[config.mk]
export PLATFORM = sky130hd
export DESIGN_NAME = jtframe_dwnld_pack
export DESIGN_NICKNAME = d
export VERILOG_FILES = /design/src/rtl/jtframe_dwnld_pack.sv
export SDC_FILE = /design/constraint.sdc
export NUM_CORES = 1
export LEC_CHECK = 0
export ABC_AREA = 1
export BUFFER_PORTS_ARGS = -buffer_cell sky130_fd_sc_hd__buf_2
export CAP_MARGIN = 25
export CORE_ASPECT_RATIO = 1.25
export CORE_UTILIZATION = 63
export CTS_BUF_LIST = sky130_fd_sc_hd__clkbuf_4 sky130_fd_sc_hd__clkbuf_8 sky130_fd_sc_hd__clkbuf_16
export DETAILED_ROUTE_END_ITERATION = 12
export GPL_ROUTABILITY_DRIVEN = 1
export PLACE_DENSITY = 0.86
export SYNTH_ARGS = -nofsm -noshare
export SYNTH_HDL_FRONTEND = slang
export SYNTH_SLANG_ARGS = --single-unit
[constraint.sdc]
create_clock -name clk -period 5.95 [get_ports clk]
set_clock_uncertainty 0.2 [all_clocks]
set_input_delay 0.595 -clock clk [delete_from_list [all_inputs] [get_ports clk]]
set_output_delay 0.595 -clock clk [all_outputs]
set_load 0.005 [all_outputs]
[src/rtl/jtframe_dwnld_pack.sv]
// jtframe_dwnld_pack: strips a file header from the ioctl byte stream,
// splits it into regions and packs bytes into SDRAM words or PROM writes.
// Ports:
//   clk, rst_n            clock, async active-low reset
//   downloading           download in progress
//   ioctl_addr/data/wr    byte-wide download source
//   prog_addr/data/mask   SDRAM word request (head of a 2-entry FIFO)
//   prog_we/prog_rdy      request held until accepted
//   prom_we/addr/data     one-cycle PROM byte write
//   region                region of the last accepted byte
//   done                  one-cycle pulse at end of download
//   ovf                   sticky FIFO overflow
module jtframe_dwnld_pack #(
  parameter int AW = 22,
  parameter int REGIONS = 4,
  parameter logic [REGIONS*AW-1:0] REGION_START = '0,
  parameter logic [REGIONS*(AW-1)-1:0] REGION_DEST = '0,
  parameter logic [REGIONS-1:0] PROM_MASK = '0,
  parameter int HEADER = 0,
  parameter bit SWAP = 1'b0,
  parameter int PW = 10
) (
  input  logic          clk,
  input  logic          rst_n,
  input  logic          downloading,
  input  logic [AW-1:0] ioctl_addr,
  input  logic [7:0]    ioctl_data,
  input  logic          ioctl_wr,
  output logic [AW-2:0] prog_addr,
  output logic [15:0]   prog_data,
  output logic [1:0]    prog_mask,
  output logic          prog_we,
  input  logic          prog_rdy,
  output logic          prom_we,
  output logic [PW-1:0] prom_addr,
  output logic [7:0]    prom_data,
  output logic [2:0]    region,
  output logic          done,
  output logic          ovf
);

  localparam logic [AW-1:0] HDR = AW'(HEADER);

  typedef enum logic [1:0] {
    IDLE, LOAD, FLUSH, DONE
  } state_t;

  typedef struct packed {
    logic [AW-2:0] addr;
    logic [15:0]   data;
    logic [1:0]    mask;
  } ent_t;

  function automatic ent_t mk_even(
    input logic [AW-2:0] w, input logic [7:0] d);
    ent_t e;
    if (SWAP) e = '{addr: w, data: {d, 8'h0}, mask: 2'b01};
    else      e = '{addr: w, data: {8'h0, d}, mask: 2'b10};
    return e;
  endfunction

  function automatic ent_t mk_odd(
    input logic [AW-2:0] w, input logic [7:0] d);
    ent_t e;
    if (SWAP) e = '{addr: w, data: {8'h0, d}, mask: 2'b10};
    else      e = '{addr: w, data: {d, 8'h0}, mask: 2'b01};
    return e;
  endfunction

  function automatic ent_t mk_full(
    input logic [AW-2:0] w, input logic [7:0] ev,
    input logic [7:0] od);
    ent_t e;
    if (SWAP) e = '{addr: w, data: {ev, od}, mask: 2'b00};
    else      e = '{addr: w, data: {od, ev}, mask: 2'b00};
    return e;
  endfunction

  state_t state_q, state_d;
  logic dl_q, dl_d;
  logic hold_v_q, hold_v_d;
  logic [2:0] hold_r_q, hold_r_d;
  logic [AW-2:0] hold_w_q, hold_w_d;
  logic [7:0] hold_b_q, hold_b_d;
  logic pend_v_q, pend_v_d;
  logic [AW-2:0] pend_w_q, pend_w_d;
  logic [7:0] pend_b_q, pend_b_d;
  ent_t mem_q [2];
  ent_t mem_d [2];
  logic wp_q, wp_d, rp_q, rp_d;
  logic [1:0] cnt_q, cnt_d;
  logic ovf_q, ovf_d;
  logic [2:0] region_q, region_d;
  logic prom_we_q, prom_we_d;
  logic [PW-1:0] prom_addr_q, prom_addr_d;
  logic [7:0] prom_data_q, prom_data_d;

  logic borrow;
  logic [AW-1:0] a, st, rel;
  logic [AW-2:0] dst, w;
  logic [2:0] rid;
  logic is_prom;
  logic acc, dl_rise, dl_fall, go_load;
  logic push, pop, push_ok, drop;
  ent_t push_e, head;

  // region decode: highest region whose start is at or below a
  always_comb begin
    {borrow, a} = {1'b0, ioctl_addr} - {1'b0, HDR};
    rid = '0;
    st = '0;
    dst = REGION_DEST[AW-2:0];
    is_prom = PROM_MASK[0];
    for (int r = 1; r < REGIONS; r++) begin
      if (a >= REGION_START[r*AW +: AW]) begin
        rid = 3'(r);
        st = REGION_START[r*AW +: AW];
        dst = REGION_DEST[r*(AW-1) +: AW-1];
        is_prom = PROM_MASK[r];
      end
    end
    rel = a - st;
    w = dst + rel[AW-1:1];
  end

  assign dl_d = downloading;
  assign dl_rise = downloading & ~dl_q;
  assign dl_fall = ~downloading & dl_q;
  assign go_load = dl_rise && (state_q != LOAD);
  assign acc = ioctl_wr && (state_q == LOAD) && !borrow;

  assign pop = (cnt_q != 2'd0) && prog_rdy;
  assign push_ok = push && ((cnt_q != 2'd2) || pop);
  assign drop = push && (cnt_q == 2'd2) && !pop;

  always_comb begin
    state_d = state_q;
    unique case (state_q)
      IDLE:  if (dl_rise) state_d = LOAD;
      LOAD:  if (dl_fall) state_d = FLUSH;
      FLUSH: begin
        if (dl_rise) state_d = LOAD;
        else if (!hold_v_q && !pend_v_q && cnt_q == 2'd0)
          state_d = DONE;
      end
      DONE:  state_d = dl_rise ? LOAD : IDLE;
      default: state_d = IDLE;
    endcase
  end

  always_comb begin
    push = 1'b0;
    push_e = '0;
    hold_v_d = hold_v_q;
    hold_r_d = hold_r_q;
    hold_w_d = hold_w_q;
    hold_b_d = hold_b_q;
    pend_v_d = pend_v_q;
    pend_w_d = pend_w_q;
    pend_b_d = pend_b_q;
    if (pend_v_q) begin
      // second half of a flush + lone odd byte
      push = 1'b1;
      push_e = mk_odd(pend_w_q, pend_b_q);
      pend_v_d = 1'b0;
    end else if (acc && !is_prom) begin
      if (!rel[0]) begin
        if (hold_v_q) begin
          push = 1'b1;
          push_e = mk_even(hold_w_q, hold_b_q);
        end
        hold_v_d = 1'b1;
        hold_r_d = rid;
        hold_w_d = w;
        hold_b_d = ioctl_data;
      end else if (hold_v_q && hold_r_q == rid
                   && hold_w_q == w) begin
        push = 1'b1;
        push_e = mk_full(w, hold_b_q, ioctl_data);
        hold_v_d = 1'b0;
      end else if (hold_v_q) begin
        push = 1'b1;
        push_e = mk_even(hold_w_q, hold_b_q);
        hold_v_d = 1'b0;
        pend_v_d = 1'b1;
        pend_w_d = w;
        pend_b_d = ioctl_data;
      end else begin
        push = 1'b1;
        push_e = mk_odd(w, ioctl_data);
      end
    end else if (acc && hold_v_q) begin
      // PROM byte is a region change
      push = 1'b1;
      push_e = mk_even(hold_w_q, hold_b_q);
      hold_v_d = 1'b0;
    end else if (state_q == FLUSH && hold_v_q && !dl_rise) begin
      push = 1'b1;
      push_e = mk_even(hold_w_q, hold_b_q);
      hold_v_d = 1'b0;
    end
    if (go_load) hold_v_d = 1'b0;
  end

  always_comb begin
    mem_d = mem_q;
    if (push_ok) mem_d[wp_q] = push_e;
    wp_d = wp_q ^ push_ok;
    rp_d = rp_q ^ pop;
    cnt_d = cnt_q + {1'b0, push_ok} - {1'b0, pop};
    ovf_d = (go_load ? 1'b0 : ovf_q) | drop;
    region_d = acc ? rid : region_q;
    prom_we_d = acc && is_prom;
    prom_addr_d = prom_we_d ? rel[PW-1:0] : prom_addr_q;
    prom_data_d = prom_we_d ? ioctl_data : prom_data_q;
  end

  always_ff @(posedge clk or negedge rst_n) begin
    if (!rst_n) begin
      state_q <= IDLE;
      dl_q <= 1'b0;
      hold_v_q <= 1'b0;
      hold_r_q <= '0;
      hold_w_q <= '0;
      hold_b_q <= '0;
      pend_v_q <= 1'b0;
      pend_w_q <= '0;
      pend_b_q <= '0;
      mem_q[0] <= '0;
      mem_q[1] <= '0;
      wp_q <= 1'b0;
      rp_q <= 1'b0;
      cnt_q <= '0;
      ovf_q <= 1'b0;
      region_q <= '0;
      prom_we_q <= 1'b0;
      prom_addr_q <= '0;
      prom_data_q <= '0;
    end else begin
      state_q <= state_d;
      dl_q <= dl_d;
      hold_v_q <= hold_v_d;
      hold_r_q <= hold_r_d;
      hold_w_q <= hold_w_d;
      hold_b_q <= hold_b_d;
      pend_v_q <= pend_v_d;
      pend_w_q <= pend_w_d;
      pend_b_q <= pend_b_d;
      mem_q <= mem_d;
      wp_q <= wp_d;
      rp_q <= rp_d;
      cnt_q <= cnt_d;
      ovf_q <= ovf_d;
      region_q <= region_d;
      prom_we_q <= prom_we_d;
      prom_addr_q <= prom_addr_d;
      prom_data_q <= prom_data_d;
    end
  end

  assign head = mem_q[rp_q];
  assign prog_we = (cnt_q != 2'd0);
  assign prog_addr = prog_we ? head.addr : '0;
  assign prog_data = prog_we ? head.data : '0;
  assign prog_mask = prog_we ? head.mask : '0;
  assign prom_we = prom_we_q;
  assign prom_addr = prom_addr_q;
  assign prom_data = prom_data_q;
  assign region = region_q;
  assign done = (state_q == DONE);
  assign ovf = ovf_q;

endmodule
* Word-level counts from Yosys, hierarchy flattened
Cells that the tools add are included.
** Storage, ports and cells
- Input bits :: 35
- Flip-flop bits (word level) :: 152
- Output and inout port bits :: 64
- Logic and storage cells :: 118
** Cells by class
- Bitwise operators :: 12
- Add/sub/neg operators :: 2
- Multiplexer cells :: 41
- Reductions and logical operators :: 27
- Order comparisons :: 4
- Equality and inequality tests :: 12
** Operators by type and width (number)
- two-way mux 39 bit :: 12
- bitwise mux 78 bit :: 1
- demux 39 bit (select 1 bit) :: 1
- greater-or-equal comparator 22 x 1 -> 1 bit, second input constant :: 1
- equality test 21 bit :: 1
- two-way mux 21 bit :: 1
- two-way mux 1 bit :: 18
- two-way mux 16 bit :: 1
- logical AND 1 bit :: 14
- two-way mux 2 bit :: 6
- case mux 2 bit (4 select lines) :: 1
- equality test 2 bit, second input constant :: 3
- inequality test 2 bit, second input constant :: 3
- AND reduction 3 bit :: 2
- NOT 1 bit :: 5
- AND reduction 5 bit :: 1
- greater-or-equal comparator 2 bit, second input constant :: 2
- logical NOT 1 bit :: 4
- logical NOT 2 bit :: 2
- inequality test 2 x 1 -> 1 bit, second input constant :: 2
- NOT 1 -> 2 bit :: 2
- nonzero test 4 bit :: 1
- equality test 3 x 2 -> 1 bit :: 1
- inequality test 3 bit, second input constant :: 1
- other kinds (10) :: 12

* Longest topological paths before layout
Gate-level depths: netlist (run 1).
- Depth after elaboration :: 11
- Gate-level depth with buffers :: 15
- Mapped depth without buffers :: 13

* Least setup slack after synthesis (run 1)
No wires, ideal clock.
- Path type :: input port to flip-flop
- Start :: input port ioctl_addr[0]
- End :: register mem_q[40] (netlist name)
- Library setup time :: 0.118 ns
- Stages :: 13
- Buffers on the path :: 3
- Path slack :: 3.509 ns
- Data arrival time :: 2.123 ns
- Required time :: 5.632 ns
- Path through :: buf_2 -> inv_1 -> a21oi_1 -> nor3_1 -> inv_1 -> nand2_1 -> inv_1 -> ha_1 -> clkbuf_1 -> clkinv_1 -> clkbuf_1 -> nand2_1 -> nand2_1
** Between the ends
- Longest elaborated chain between the ends :: 10
- Elaborated cells between the ends (all ways) :: 14
- Classes of those cells :: order compare: 1; eq/ne: 1; mux: 9; reduce/logical: 3
** RTL lines
- start: declaration :: RTL line 26 : input logic [AW-1:0] ioctl_addr,
- greater-or-equal comparator 22 x 1 -> 1 bit :: RTL line 115 : if (a >= REGION_START[r*AW +: AW]) begin
- two-way mux 2 bit :: RTL line 115
- equality test 3 x 2 -> 1 bit :: RTL line 176 : end else if (hold_v_q && hold_r_q == rid
- logical AND 1 bit :: RTL line 176
- logical AND 1 bit :: RTL line 177 : && hold_w_q == w) begin
- two-way mux 39 bit :: RTL line 176
- two-way mux 39 bit :: RTL line 167 : if (!rel[0]) begin
- two-way mux 39 bit :: RTL line 166 : end else if (acc && !is_prom) begin
- two-way mux 39 bit :: RTL line 161 : if (pend_v_q) begin
- bitwise mux 78 bit :: RTL line 207 : if (push_ok) mem_d[wp_q] = push_e;
- end signal: assignment :: RTL line 249 : mem_q <= mem_d;
- end: declaration :: RTL line 88 : ent_t mem_q [2];
Parallel ways exist; a longest one is shown, timed or not.
A chain may end at the register's enable or synchronous reset.

* Worst setup path after layout (run 1)
- Start :: register cnt_q[1]
- End :: output port prog_addr[19]
** Between the ends
- Longest elaborated chain between the ends :: 2
** RTL lines
- start: declaration :: RTL line 91 : logic [1:0] cnt_q, cnt_d;
- start signal: assignment :: RTL line 252 : cnt_q <= cnt_d;
- nonzero test 2 bit :: RTL line 262 : assign prog_we = (cnt_q != 2'd0);
- two-way mux 21 bit :: RTL line 263 : assign prog_addr = prog_we ? head.addr : '0;
- end: declaration :: RTL line 29 : output logic [AW-2:0] prog_addr,
No other way between the ends.

==> reports/qor.yml, run 1 <==
power:
  seqPwrFrac_pct: 39.6
  p_int_mw: 2.69
  switchingPower_mw: 1.62
  final_total_power_mw: 4.31
  power.ir.vdd_worst_mv: 0.249
  power.switching_fraction_pct: 37.6
  clkPwrFrac_pct: 26.6
  leakagePower_nw: 4.46
  comb_power_share_pct: 33.8
  powerDensity_nw_per_um2: 504
detailed_routing:
  drc_errors: 0
  via_per_inst: 5.53
  number_of_design_rule_violations_left_by_the_first_detailed_router_iteration: 584
  firstDrtPassIters: 5
  detail-route-antenna-nets: 0
  detailroute.via_count: 6720
  routed_wl_per_cell_microns: 15.1
  route.final.wire_length_microns: 18300
clock_network:
  clk_transition_reported_paths_ps: 60
  clock_sinks: 148
  post_cts.resized_instances: 0
  insertion_delay_ps: 430
  postCtsSetupRepairBufs: 0
  cts_tree: "done"
  max-clock-path-buffers: 2
  clock_tree.htree_level_count: 4
  cts_made_buffers: 17
  holdBufCountCts: 0
  clock-root-buffer: "clkbuf_16"
worst_setup_path:
  timing.critical_path.arrival_ps: 2370
  cp.required_ps: 5160
  crit_path_max_fanout: 29
  critical_path.endpoint_type: "primary output"
  r2r_slack_ps: 3230
  worst_setup_path_endpoint: "prog_addr[19]"
  worstReg2RegEnd: "mem_q[68]"
  criticalPathCategory: "reg -> out"
  cp_launch_point: "cnt_q[1]"
  worst-r2r-cell-count: 14
  critical_path.startpoint_type: "flip-flop"
  crit-reg2reg-launch: "state_q[0]"
worst_hold_path:
  hp-class: "in -> async"
synth:
  synth_area_leaders: "dfrtp_1 49%, nand2_1 17%, o21ai_0 7.9%"
  ys_async_sr_fraction_pct: 100
  synth_seq_cells: 148
  synth.lib_cells_used.distinct: 40
  synth_enable_flop_cells: 0
  synth_top_area_share_pct: 48.9
  synthesis.area_per_instance_sq_um: 7.62
  ys.warnings.count: 0
  synth_largest_area_cell: "dfrtp_1"
  ys_seq_area_share_pct: 48.9
  postSynth.topFlopCell: "dfrtp_1"
  synthCells: 994
  post_synth_design_cell_area_sq_um: 7570
sta:
  period_needed_ps: 3160
  slew-limit-headroom_pct: 38.0
  timing.final.max_slew_violations: 0
  tightestPinTransition_ps: 930
  max_freq_ghz: 0.316
  finalSetupViolations: 0
  rsz0062_at_grt: "false"
  totalNegativeSetupSlack_ps: 0
  hold_viol: 0
  whs_ps: 78.6
  finalCritPeriodShare_pct: 53.2
floorplanning:
  die_width_microns: 100
  dieArea_sq_um: 12500
  ios: 99
  die_height_microns: 125
  core-area_sq_um: 11700
  floorplan.rows: 44
  initial_utilization_pct: 64.9
place:
  routabilityCongestion: 0.890
  port-buffer-count: 78
  detailed_place_hpwl_microns: 11900
  placedCellCount: 1184
global_route:
  globalRouteTotalUtil_pct: 31.6
  wire_length_of_the_first_global_routing_pass_microns: 30500
  maximum_number_of_pins_on_one_net_before_global_route_repair: 105
  grt.overflow.total: 0
  grt_pass1_vias: 6413
  number_of_antenna_violations_at_the_first_check_in_global_routing: 0
outcome:
  outcome: "complete, no violations"
cells_and_area:
  layout_commonest_cell: "nand2_1"
  footprint_of_the_multi_input_gates_sq_um: 3110
  post_layout_nets: 1082
  layout-drive-gt1-share_pct: 13.2
  area_growth_pct: 12.9
  n_antenna_cell: 0
  final.fill_count: 902
  post_layout_nonfiller_instances: 1216
  sequential_cell_area_sq_um: 3700
  most-common-layout-cells: "349 x nand2_1, 147 x dfrtp_1, 119 x o21ai_0"
run:
  max_cap_violations: 0
-- worst max-delay path, stage by stage, from the launching register on --
cell and delay, ps:
dfrtp_1 390, nor2_1 60, buf_4 200, inv_1 630, o21ai_0 190, a21oi_1 280, buf_2 170
-- synth_stat cells (all sizes together), types with 4 or more instances --
cell type	n
a21oi	45
a22oi	6
a31oi	14
buf	39
clkbuf	37
dfrtp	148
ha	4
inv	109
nand2	352
nand3	30
nor2	47
o211ai	12
o21ai	129
-- cells by family after synthesis --
kind of cell	synth area share, %
xor gates and xnor gates	0.463
and+or+nand+nor	22.9
other	0.0495
DFF	48.9
buffers and inverters	11.0
AOI/OAI and AO/OA	16.1
adders and majority gates	0.661
-- per-layer routing --
metal  vias up  part of all wire [%]  GRT usage (%)  routed length [microns]
li1       3213                     -              -                        -
met3        63                   7.3           7.13                     1350
met5         -                     0              0                        0
met4         0                   3.9           16.6                      709
met1      3142                    40           40.1                     7380
met2       302                    49           50.3                     8890
-- worst min path at each step --
stage / start / end
2_1_floorplan: rst_n / cnt_q[0]
3_3_place_gp: hold_r_q[0] / hold_r_q[0]
3_5_place_dp: hold_r_q[0] / hold_r_q[0]
4_1_cts: downloading / dl_q
5_1_grt: downloading / dl_q
6_report: rst_n / mem_q[4]
-- registers in the layout, summed over array words and instances, names as in the netlist --
name and cells:
hold_r_q 1, hold_b_q 8, mem_q 78, pend_v_q 1, hold_v_q 1, rp_q 1, dl_q 1, region 1
cnt_q 2, state_q 2, ovf 1, pend_w_q 21, wp_q 1, hold_w_q 21, pend_b_q 8
-- layout make-up --
class,instances,area share (%)
Sequential cell,148,43.3
Clock buffer,22,5.63
Timing Repair Buffer,87,5.58
Tap cell,161,2.36
Multi-Input combinational cell,678,36.4
Inverter,111,4.93
Clock inverter,9,1.77
-- power by group through the flow --
stage / logic (mW) / registers (mW) / clock network (mW)
4_1_cts: 1.44 / 1.70 / 1.15
3_5_place_dp: 1.42 / 1.71 / 0
5_1_grt: 1.66 / 1.76 / 1.20
3_3_place_gp: 1.38 / 1.70 / 0
6_report: 1.46 / 1.71 / 1.15
2_1_floorplan: 1.07 / 1.60 / 0
-- metrics by stage --
step / area, sq um / utilization [%] / setup slack [ps]
final: 8550 / 73.3 / 2790
after detailed placement: 7900 / 67.7 / 2180
after CTS: 8530 / 73.1 / 2520
after floorplan: 7640 / - / 3510
after global routing: 8550 / 73.3 / 2600
after global placement: 7900 / 67.7 / 2260
No activity file was read; power rests on OpenSTA's default activity.
==> run 2, diff against run 1 <==
--- a/config.mk
+++ b/config.mk
@@ -9,11 +9,11 @@
 export BUFFER_PORTS_ARGS = -buffer_cell sky130_fd_sc_hd__buf_2
 export CAP_MARGIN = 25
 export CORE_ASPECT_RATIO = 1.25
-export CORE_UTILIZATION = 63
+export CORE_UTILIZATION = 58
 export CTS_BUF_LIST = sky130_fd_sc_hd__clkbuf_4 sky130_fd_sc_hd__clkbuf_8 sky130_fd_sc_hd__clkbuf_16
 export DETAILED_ROUTE_END_ITERATION = 12
 export GPL_ROUTABILITY_DRIVEN = 1
-export PLACE_DENSITY = 0.86
+export PLACE_DENSITY = 0.8
 export SYNTH_ARGS = -nofsm -noshare
 export SYNTH_HDL_FRONTEND = slang
 export SYNTH_SLANG_ARGS = --single-unit
==> constraint.sdc (replaced) <==
create_clock -name clk -period 3.1 [get_ports clk]
set_clock_uncertainty 0.2 [all_clocks]
set_input_delay 0.31 -clock clk [delete_from_list [all_inputs] [get_ports clk]]
set_output_delay 0.31 -clock clk [all_outputs]
set_load 0.005 [all_outputs]
==> reports/qor.yml, run 2 (synthesis results as in run 1) <==
outcome:
  outcome: "complete, no violations"
worst_setup_path:
  crit_path_max_fanout: 29
  worstReg2RegEnd: "mem_q[63]"
  critical_path.endpoint_type: "primary output"
  cp.required_ps: 2590
  critical_path.startpoint_type: "flip-flop"
  r2r_slack_ps: 660
  crit-reg2reg-launch: "dl_q"
  path_cells: "nor2_1 > inv_1 > o21ai_0 > a21oi_1 > buf_2"
  worst-r2r-cell-count: 12
  criticalPathCategory: "reg -> out"
  critPathTopFamily: "buffers and inverters"
  timing.critical_path.arrival_ps: 2120
  longest_individual_stage_delay_on_the_worst_path_ps: 600
  worst_path_max_delay_cell: "inv_1"
  worst-path-buf-inv: 2
global_route:
  wire_length_of_the_first_global_routing_pass_microns: 29800
  maximum_number_of_pins_on_one_net_before_global_route_repair: 62
  grt.overflow.total: 0
  number_of_antenna_violations_at_the_first_check_in_global_routing: 0
  globalRouteTotalUtil_pct: 28.3
  grt_pass1_vias: 6080
clock_network:
  post_cts.resized_instances: 0
  clock-root-buffer: "clkbuf_16"
  cts_made_buffers: 17
  clock_sinks: 148
  clock_tree.htree_level_count: 4
  cts_tree: "done"
  max-clock-path-buffers: 2
  postCtsSetupRepairBufs: 0
  holdBufCountCts: 8
  insertion_delay_ps: 420
  clk_transition_reported_paths_ps: 60
floorplanning:
  dieArea_sq_um: 13500
  core-area_sq_um: 12700
  floorplan.rows: 46
  die_width_microns: 104
  die_height_microns: 130
  ios: 99
  initial_utilization_pct: 59.5
detailed_routing:
  number_of_design_rule_violations_left_by_the_first_detailed_router_iteration: 461
  routed_wl_per_cell_microns: 14.6
  route.final.wire_length_microns: 18000
  drc_errors: 0
  firstDrtPassIters: 7
  via_per_inst: 5.28
  detailroute.via_count: 6534
  detail-route-antenna-nets: 0
sta:
  totalNegativeSetupSlack_ps: 0
  setup_slack_after_layout_ps: 468
  timing.final.max_slew_violations: 0
  period_needed_ps: 2630
  finalSetupViolations: 0
  max_freq_ghz: 0.380
  tightestPinTransition_ps: 827
  finalCritPeriodShare_pct: 84.9
  hold_viol: 0
  rsz0062_at_grt: "false"
  slew-limit-headroom_pct: 44.8
cells_and_area:
  layout-drive-gt1-share_pct: 13.6
  largest_register_ff_count: 78
  area_growth_pct: 14.2
  regMostFlops: "mem_q"
  layout_top_registers: "mem_q: 78 flops, hold_w_q: 21 flops, pend_w_q: 21 flops"
  layout_commonest_cell: "nand2_1"
  utilization_after_layout_pct: 68.0
  n_antenna_cell: 0
  most-common-layout-cells: "349 x nand2_1, 147 x dfrtp_1, 119 x o21ai_0"
  post_layout_nonfiller_instances: 1237
  post_layout_nets: 1096
  final.fill_count: 1089
worst_hold_path:
  whs_endpoint: "pend_w_q[16]"
  hp-class: "in -> reg"
  min-delay-start: "ioctl_addr[17]"
  hold_path_depth: 3
power:
  leakagePower_nw: 4.51
  powerDensity_nw_per_um2: 938
  power.ir.vdd_worst_mv: 0.437
  final_total_power_mw: 8.11
place:
  detailed_place_hpwl_microns: 12400
  post-place-ws_ps: 602
  placedCellCount: 1198
  port-buffer-count: 78
  routabilityCongestion: 0.845
run:
  max_cap_violations: 0
-- run 2: changes by cell type in the layout (fill, tap and decap cells not counted), sizes merged --
cell         delta
buf             +6
bufinv          -2
clkbuf          +5
clkinv          -3
dlygate4sd3     +8
-- run 2: worst max path at each step --
stage | from | to | slack [ps] | cells past startpoint
after floorplan | hold_v_q | mem_q[39] | 740 | 14
after global placement | downloading | mem_q[63] | 680 | 14
after detailed placement | downloading | mem_q[68] | 600 | 14
after CTS | cnt_q[1] | prog_addr[8] | 490 | 5
after global routing | downloading | mem_q[68] | 210 | 15
final | cnt_q[1] | prog_addr[8] | 470 | 5
-- run 2: metrics by stage --
stage | hold slack, ps | cell area, sq um
detailed placement | 134 | 7980
floorplan | -186 | 7640
global route | 16.8 | 8650
global placement | 130 | 7980
finish | 13.4 | 8650
CTS | 1.18 | 8650
-- run 2: cell type report --
type                            instances  area [sq um]  share of cell area (%)
Inverter                              111           422                    4.87
Tap cell                              168           210                    2.43
Clock inverter                          4          72.6                   0.839
Clock buffer                           27           513                    5.93
Timing Repair Buffer                  101           614                    7.10
Multi-Input combinational cell        678          3110                    36.0
Sequential cell                       148          3700                    42.8
-- run 2: worst reg2reg max path: cells and delay by family (launching register included) --
| family | cells | cell delay [ps] |
|---|---|---|
| adders and majority gates | 1 | 280 |
| and+or+nand+nor | 5 | 690 |
| AOI/OAI and AO/OA | 1 | 160 |
| buffers and inverters | 5 | 610 |
| DFF | 1 | 380 |
-- run 2: per-layer routing --
layer  part of all wire, %  vias to the layer above  wire, microns  GRT usage [%]
met5                     0                        -              0              0
met4                   2.3                        0            420           11.4
met3                   5.3                       30            949           4.25
met2                    49                      213           8830           48.2
met1                    43                     3054           7800           36.8
li1                      -                     3237              -              -
-- run 2: report_power, final --
group / leakage [nW] / switching [mW] / total, mW / internal, mW
registers: 1.93 / 0.519 / 3.23 / 2.71
logic: 2.29 / 1.79 / 2.85 / 1.05
clock network: 0.293 / 0.742 / 2.03 / 1.29
